$ cat src/rtl/sevseg_scan_ctrl.sv
// Multiplexed seven-segment scanner for a common-anode display with per-digit
// enables, decimal points, leading-zero blanking, PWM dimming and frame snapshots.
module sevseg_scan_ctrl #(
    parameter int DIGITS   = 8,
    parameter int DIV_W    = 16,
    parameter int BRIGHT_W = 4
) (
    input  logic                  clk,
    input  logic                  arst,
    input  logic [4*DIGITS-1:0]   hex_val,
    input  logic [DIGITS-1:0]     dp_val,
    input  logic [DIGITS-1:0]     digit_en,
    input  logic                  lz_blank,
    input  logic [BRIGHT_W-1:0]   brightness,
    output logic [6:0]            seg_n,
    output logic                  dp_n,
    output logic [DIGITS-1:0]     anodes_n,
    output logic                  frame_start
);

    localparam int IDX_W = (DIGITS > 1) ? $clog2(DIGITS) : 1;
    localparam logic [IDX_W-1:0] LAST_IDX = IDX_W'(DIGITS - 1);

    logic [DIV_W-1:0]    div_cnt_reg;
    logic [IDX_W-1:0]    idx_reg;
    logic                load_pending_reg;
    logic [3:0]          shadow_hex_reg [DIGITS];
    logic [DIGITS-1:0]   shadow_dp_reg;
    logic [DIGITS-1:0]   shadow_en_reg;
    logic [DIGITS-1:0]   shadow_lz_reg;

    logic [6:0]          seg_reg,      seg_next;
    logic                dp_reg,       dp_next;
    logic [DIGITS-1:0]   anodes_reg,   anodes_next;
    logic                frame_start_reg;

    logic                tick;
    logic                load;
    logic                pwm_on;
    logic                vis;
    logic [DIGITS-1:0]   lz_mask;
    logic                zero_above;

    function automatic logic [6:0] hex_to_seg(input logic [3:0] nib);
        logic [6:0] s;
        case (nib)
            4'h0: s = 7'h40;  4'h1: s = 7'h79;  4'h2: s = 7'h24;  4'h3: s = 7'h30;
            4'h4: s = 7'h19;  4'h5: s = 7'h12;  4'h6: s = 7'h02;  4'h7: s = 7'h78;
            4'h8: s = 7'h00;  4'h9: s = 7'h18;  4'hA: s = 7'h08;  4'hB: s = 7'h03;
            4'hC: s = 7'h46;  4'hD: s = 7'h21;  4'hE: s = 7'h06;  default: s = 7'h0E;
        endcase
        return s;
    endfunction

    assign tick = &div_cnt_reg;
    // A frame boundary is the tick that wraps the last digit back to digit 0.
    assign load = load_pending_reg | (tick & (idx_reg == LAST_IDX));

    // Walk down from the top digit; blanking stops at the first non-zero nibble or lit dp.
    always_comb begin
        lz_mask    = '0;
        zero_above = 1'b1;
        for (int i = DIGITS - 1; i >= 1; i--) begin
            zero_above = zero_above & (hex_val[4*i +: 4] == 4'h0) & ~dp_val[i];
            lz_mask[i] = lz_blank & zero_above;
        end
    end

    assign pwm_on = (&brightness) | (div_cnt_reg[DIV_W-1 -: BRIGHT_W] < brightness);
    assign vis    = shadow_en_reg[idx_reg] & ~shadow_lz_reg[idx_reg] & pwm_on;

    always_comb begin
        seg_next    = 7'h7F;
        dp_next     = 1'b1;
        anodes_next = '1;
        if (vis) begin
            seg_next    = hex_to_seg(shadow_hex_reg[idx_reg]);
            dp_next     = ~shadow_dp_reg[idx_reg];
            anodes_next = ~(DIGITS'(1) << idx_reg);
        end
    end

    always_ff @(posedge clk or posedge arst) begin
        if (arst) begin
            div_cnt_reg      <= '0;
            idx_reg          <= '0;
            load_pending_reg <= 1'b1;
        end else begin
            div_cnt_reg      <= div_cnt_reg + 1'b1;
            load_pending_reg <= 1'b0;
            if (tick)
                idx_reg <= (idx_reg == LAST_IDX) ? '0 : idx_reg + 1'b1;
        end
    end

    always_ff @(posedge clk or posedge arst) begin
        if (arst) begin
            for (int i = 0; i < DIGITS; i++)
                shadow_hex_reg[i] <= 4'h0;
            shadow_dp_reg <= '0;
            shadow_en_reg <= '0;
            shadow_lz_reg <= '0;
        end else if (load) begin
            for (int i = 0; i < DIGITS; i++)
                shadow_hex_reg[i] <= hex_val[4*i +: 4];
            shadow_dp_reg <= dp_val;
            shadow_en_reg <= digit_en;
            shadow_lz_reg <= lz_mask;
        end
    end

    always_ff @(posedge clk or posedge arst) begin
        if (arst) begin
            seg_reg         <= 7'h7F;
            dp_reg          <= 1'b1;
            anodes_reg      <= '1;
            frame_start_reg <= 1'b0;
        end else begin
            seg_reg         <= seg_next;
            dp_reg          <= dp_next;
            anodes_reg      <= anodes_next;
            frame_start_reg <= load;
        end
    end

    assign seg_n       = seg_reg;
    assign dp_n        = dp_reg;
    assign anodes_n    = anodes_reg;
    assign frame_start = frame_start_reg;

endmodule
$ cat config.mk
export PLATFORM = sky130hd
export DESIGN_NAME = sevseg_scan_ctrl
export DESIGN_NICKNAME = d
export VERILOG_FILES = /design/src/rtl/sevseg_scan_ctrl.sv
export SDC_FILE = /design/constraint.sdc
export NUM_CORES = 1
export LEC_CHECK = 0
export CAP_MARGIN = 20
export CORE_MARGIN = 2
export CORE_UTILIZATION = 35
export DETAILED_ROUTE_END_ITERATION = 16
export GPL_ROUTABILITY_DRIVEN = 1
export PLACE_DENSITY = 0.69
export SLEW_MARGIN = 40
export SYNTH_ARGS = -nofsm -noshare
export SYNTH_HDL_FRONTEND = slang
export SYNTH_SLANG_ARGS = --single-unit
$ cat constraint.sdc
create_clock -name clk -period 3.65 [get_ports clk]
set_clock_uncertainty 0.15 [all_clocks]
set_input_delay 1.095 -clock clk [delete_from_list [all_inputs] [get_ports clk]]
set_output_delay 1.095 -clock clk [all_outputs]
set_load 0.01 [all_outputs]
After elaboration in Yosys (flattened, before gate mapping)
Memories as Yosys holds them, arrays and structs flattened.
Cells that the tools add are included.

cells by class
  reductions and logical operators = 9
  div/mod/pow operators = 0
  bitwise gates (word level) = 36
  shift operators = 1
  order comparisons = 3
  equality and inequality tests = 1
  $mul = 0
  $add $sub $neg = 2
  mux-type cells = 13

operators by type and width
  operator                                                    number
  logical NOT 4 bit                                           7
  bitwise AND 1 bit                                           23
  adder 16 x 1 -> 16 bit, second input constant               1
  AND reduction 16 bit                                        1
  binary-select mux 4 bit (select 3 bit)                      1
  binary-select mux 1 bit (select 3 bit)                      3
  NOT 1 bit                                                   9
  2-to-1 mux 4 bit                                            2
  2-to-1 mux 8 bit                                            1
  NOT 8 bit                                                   1
  << shifter 1 x 3 -> 8 bit, first input constant             1
  2-to-1 mux 7 bit                                            1
  greater-or-equal comparator 4 bit, second input constant    1
  less-than comparator 3 x 4 -> 1 bit, second input constant  1
  less-than comparator 4 bit                                  1
  2-to-1 mux 1 bit                                            4
  NOT 3 -> 4 bit                                              1
  AND reduction 4 bit                                         1
  adder 3 x 1 -> 3 bit, second input constant                 1
  equality test 3 bit, second input constant                  1
  2-to-1 mux 3 bit                                            1
  OR 1 bit                                                    2

storage, ports and cells
  bits in latches = 0
  output and inout bits = 17
  word-level logic and storage cells = 84
  memories = 1
  bits in read-only memories = 112
  memory bits (writable) = 0
  bits in registers = 92

memories
  name              depth  bits a word  read ports  clocked after Yosys merged registers in  write ports  line  RTL
  (name not given)  16     7            1           0                                        0            46    case (nib)

Depth between registers and ports, before layout
  depth after elaboration = 15
  depth in mapped cells = 11

Worst setup path after synthesis
No wires, ideal clock.

  path type = register to register
  from = register idx_reg[0]
  to = register seg_reg[3], in the netlist seg_n[3]
  library setup time = 0.084 ns
  clock period less this slack = 2.566 ns
  arrival time = 2.331 ns
  cell stages (with the launch flop) = 11
  setup slack = 1.084 ns
  path through = dfrtp_1 buf_6 buf_2 mux4_2 nand2_1 nand2_1 inv_1 ha_1 or3_1 o31ai_1 o31ai_2

on the way
  word-level cells in the longest chain between the ends = 6
  elaborated cells on any way between the ends = 13

RTL lines
  what                                                                                            line    RTL
  start, declared                                                                                 25      logic [IDX_W-1:0] idx_reg;
  start signal, assigned                                                                          92      idx_reg <= (idx_reg == LAST_IDX) ? '0 : idx_reg + 1'b1;
  NOT 3 -> 4 bit (not written as such) or binary-select mux 1 bit (select 3 bit) (tied branches)  77, 70
  binary-select mux 4 bit (select 3 bit) or 2-to-1 mux 1 bit (tied branches)                      77, 70
  2-to-1 mux 4 bit (not written as such) or NOT 1 bit (tied branches)                             77, 70
  2-to-1 mux 4 bit (not written as such) or bitwise AND 1 bit (tied branches)                     77, 70
  memory (16 x 7 bit) or bitwise AND 1 bit (tied branches)                                        -
  2-to-1 mux 7 bit (*)                                                                            76      if (vis) begin
  via seg_next[3]                                                                                 32      logic [6:0] seg_reg, seg_next;
  end signal, assigned                                                                            119     seg_reg <= seg_next;
  end, declared                                                                                   32

Mark *: on every way through the listed nets, which the timed path passes. The rest lies on a longest branch. The select of a mux whose other input is x is not followed.
A chain may end at the register's enable or synchronous reset.

Worst setup path in the final report
  from = input brightness[1]
  to = register seg_reg[4], in the netlist seg_n[4]

on the way
  word-level cells in the longest chain between the ends = 4
  elaborated cells on any way between the ends = 5

RTL lines
  what                                                               line  RTL
  start, declared                                                    14    input logic [BRIGHT_W-1:0] brightness,
  less-than comparator 4 bit or AND reduction 4 bit (tied branches)  69    assign pwm_on = (&brightness) | (div_cnt_reg[DIV_W-1 -: BRIGHT_W] < brightness);
  OR 1 bit (*)                                                       69
  bitwise AND 1 bit (*)                                              70    assign vis = shadow_en_reg[idx_reg] & ~shadow_lz_reg[idx_reg] & pwm_on;
  2-to-1 mux 7 bit (*)                                               76
  via seg_next[4]                                                    32

Mark *: on every way through the listed nets, which the timed path passes. The rest lies on a longest branch.

==> tab_implementation.tex <==
\begin{tabular}{lr}
\hline
Metric & Value \\
\hline
\multicolumn{2}{l}{\textbf{Outcome}} \\
Outcome & finished, final reports clean \\
\multicolumn{2}{l}{\textbf{Synthesis}} \\
Share of flip-flops with an asynchronous set or reset & 100\% \\
Gate Count Post-Synth & 323 \\
Synth Cell Area & 4290 um\^{}2 \\
Area share of the largest cell type after synthesis & 43.8\% \\
Top cells by area, synth & sky130\_fd\_sc\_hd\_\_dfrtp\_1 (44\%), sky130\_fd\_sc\_hd\_\_mux2\_2 (14\%), sky130\_fd\_sc\_hd\_\_dfstp\_2 (10\%), sky130\_fd\_sc\_hd\_\_ha\_1 (4.4\%), sky130\_fd\_sc\_hd\_\_mux4\_2 (4.2\%) \\
Most common library cells after synthesis & sky130\_fd\_sc\_hd\_\_dfrtp\_1 (75), sky130\_fd\_sc\_hd\_\_mux2\_2 (52), sky130\_fd\_sc\_hd\_\_nand2\_1 (29) \\
Syn avg cell area & 13.3 um\^{}2 \\
Leading area contributor after synthesis & sky130\_fd\_sc\_hd\_\_dfrtp\_1 \\
Post-synth EDFFs & 0 \\
Cell variety after synth & 49 \\
Number of flip-flops and latches in the synthesized netlist & 92 \\
Syn Nets & 393 \\
Fraction of the yosys area taken by sequential cells & 54.2\% \\
Most used flip-flop cell after synthesis & sky130\_fd\_sc\_hd\_\_dfrtp\_1 \\
Count leader, synth & sky130\_fd\_sc\_hd\_\_dfrtp\_1 \\
Synth warn & 0 \\
\multicolumn{2}{l}{\textbf{Floorplan}} \\
I/O pin cnt & 72 \\
Die Y & 115 um \\
Die footprint & 13100 um\^{}2 \\
Core region area & 12000 um\^{}2 \\
Width of the die & 115 um \\
Initial standard-cell utilization of the core & 35.8\% \\
Row count & 40 \\
\multicolumn{2}{l}{\textbf{Timing}} \\
Final setup slack of the worst path & 739 ps \\
Unrepaired setup endpoints after global routing & false \\
Number of hold violations in the final report & 0 \\
Max-slew violation count & 0 \\
Achievable Freq & 344 MHz \\
Final cycle utilization of the critical path & 79.7\% \\
Transition time at the pin with the least slew margin & 579 ps \\
Final setup violating endpoints & 0 \\
Setup Total Neg Slack & 0 ps \\
Clock period minus final worst setup slack & 2910 ps \\
Final Hold Slack & 315 ps \\
Worst slew margin relative to its limit & 61.3\% \\
\multicolumn{2}{l}{\textbf{GRT}} \\
Number of global-route vias before repair & 2888 \\
Number of antenna violations at the first check in global routing & 0 \\
Aggregate global routing overflow & 0 \\
Maximum number of pins on one net before global-route repair & 61 \\
Overall global routing resource usage & 14.3\% \\
First-pass GRT wire length & 14500 um \\
\multicolumn{2}{l}{\textbf{Clock network}} \\
H-tree levels & 3 \\
Clock slew seen by the registers of the worst setup and hold paths & 60 ps \\
Root buffer cell & sky130\_fd\_sc\_hd\_\_clkbuf\_16 \\
TritonCTS Sinks & 92 \\
Setup bufs post-CTS & 0 \\
Worst-skew pair later-pin latency & 330 ps \\
Cts-stage hold buffer count & 0 \\
TritonCTS clock tree & built \\
Number of clock buffers inserted by TritonCTS & 9 \\
Cts repair resizes & 0 \\
Clock tree buffer depth & 2 \\
\multicolumn{2}{l}{\textbf{Detailed routing}} \\
Met2 wire len & 4090 um \\
1st-pass router iterations & 6 \\
Detailed-routing wirelength on met1 & 4080 um \\
ANT nets after route & 0 \\
Vias post-DR & 2758 \\
Top layer in use & met4 \\
Routed wire length & 8650 um \\
Met3 wire len & 395 um \\
Ratio of routed vias to standard cells & 5.01 \\
Residual DRC & 0 \\
Post-detailed-route wirelength per cell & 15.7 um \\
Drt first-iter violations & 107 \\
\multicolumn{2}{l}{\textbf{Setup path}} \\
Crit-path max FO & 16 \\
Startpoint of the worst register-to-register path & idx\_reg[0]\$\_DFFE\_PP0P\_ \\
Library cell contributing the largest single delay on the critical path & sky130\_fd\_sc\_hd\_\_clkdlybuf4s50\_1 \\
Endpoint class of the critical path & flip-flop \\
Largest delay contributor family on the critical path & compound AO/OA/AOI/OAI gates \\
Worst R2R Path Depth & 9 \\
Reg2reg setup slack & 890 ps \\
Total buffers and inverters traversed by the critical path & 2 \\
Number of cells on the critical path & 7 \\
Classification of the worst setup path & in2reg \\
Largest stage delay, worst path & 480 ps \\
Crit path cell chain & clkdlybuf4s50\_1 > inv\_1 > ha\_1 > a21o\_1 > a211oi\_1 > o21a\_1 > o221ai\_1 \\
Worst R2R End & seg\_n[3]\$\_DFF\_PP1\_ \\
CP Launch Type & primary input \\
Data required, critical path & 3730 ps \\
CP Data Arrival Time & 2990 ps \\
\multicolumn{2}{l}{\textbf{Min path}} \\
Sink of the worst hold path & div\_cnt\_reg[6]\$\_DFF\_PP0\_ \\
Start point of the worst hold path & div\_cnt\_reg[6]\$\_DFF\_PP0\_ \\
Worst hold path class & reg2reg \\
Number of cells on the worst hold path & 1 \\
\multicolumn{2}{l}{\textbf{Power and ir drop}} \\
Power density over the cells & 455 nW/um\^{}2 \\
Worst ir drop on vdd & 0.228 mV \\
Leakage dissipation & 2.32 nW \\
\multicolumn{2}{l}{\textbf{Placement}} \\
Post-place setup slack & 391 ps \\
Number of I/O port buffers & 71 \\
Final weighted congestion in routability-driven placement & 0.817 \\
Total instance count after detailed placement & 534 \\
Detailed placement HPWL & 6650 um \\
Post-detailed-placement cell area & 5180 um\^{}2 \\
\multicolumn{2}{l}{\textbf{Layout}} \\
Final std cell area, no fill & 5530 um\^{}2 \\
Count of antenna diodes in the layout & 0 \\
NumNets Final & 468 \\
Synthesis-to-layout area growth & 29.1\% \\
Layout cell share with drive strength beyond 1 & 25.8\% \\
Flip-flop count of the largest register, all copies and words added & 32 \\
Final non-filler cell total & 550 \\
\multicolumn{2}{l}{\textbf{Run}} \\
Max-Cap Viols & 0 \\
\hline
\end{tabular}
## cells in the final DEF, fill, tap and decap left out, drive strengths merged, types with 4 or more instances in the layout
| cell | n |
|---|---|
| ha | 15 |
| buf | 5 |
| dfrtp | 75 |
| inv | 15 |
| nor2 | 6 |
| xnor2 | 11 |
| nand2 | 29 |
| o21ai | 7 |
| mux4 | 11 |
| mux2 | 53 |
| and4 | 4 |
| nor3 | 4 |
| clkdlybuf4s50 | 71 |
| nand3 | 14 |
| dfstp | 17 |
| clkbuf | 12 |
## area by class of cell
class | instances | area [um^2]
Fill cell | 1086 | 6430
Sequential cell | 92 | 2320
Multi-Input combinational cell | 202 | 1830
Timing Repair Buffer | 76 | 773
Clock buffer | 12 | 256
Tap cell | 147 | 184
Clock inverter | 4 | 95.1
Inverter | 17 | 65.1
## layer usage
layer	up-vias	GRT usage (%)
met1	1376	19.6
li1	1311	-
met3	8	3.18
met5	-	0
met4	0	4.31
met2	63	22.8
## per-stage QoR
stage          total power [W]  util [%]
2_1_floorplan          0.00132         -
3_3_place_gp           0.00146      43.3
3_5_place_dp           0.00147      43.3
4_1_cts                0.00255      46.2
5_1_grt                0.00262      46.2
6_report               0.00252      46.2
## kinds of logic (layout without fill, tap and decap cells)
family | after synthesis | after routing | synth area share (%)
AO/OA/AOI/OAI | 29 | 29 | 5.05
XOR/XNOR | 14 | 14 | 2.86
adder cells (fa/ha/maj) | 15 | 15 | 4.38
buffers and inverters | 29 | 109 | 3.24
flip-flops | 92 | 92 | 54.2
multiplexers | 67 | 67 | 21.1
other | 1 | 1 | 0.0875
AND/OR/NAND/NOR | 76 | 76 | 9.11
## worst max path at each step
stage,start,end,slack (ps)
after global routing,brightness[1],seg_n[2]$_DFF_PP1_,590
after CTS,brightness[1],seg_n[2]$_DFF_PP1_,750
after detailed placement,brightness[1],seg_n[2]$_DFF_PP1_,390
after global placement,brightness[1],seg_n[2]$_DFF_PP1_,420
final,brightness[1],seg_n[4]$_DFF_PP1_,740
after floorplan,arst,div_cnt_reg[0]$_DFF_PP0_,40
## report_power, final
part / internal [W] / switching [W]
sequential: 0.00110 / 0.0000316
clock: 0.000705 / 0.000366
combinational: 0.000180 / 0.000132
Power figures use the tool's default switching activity.
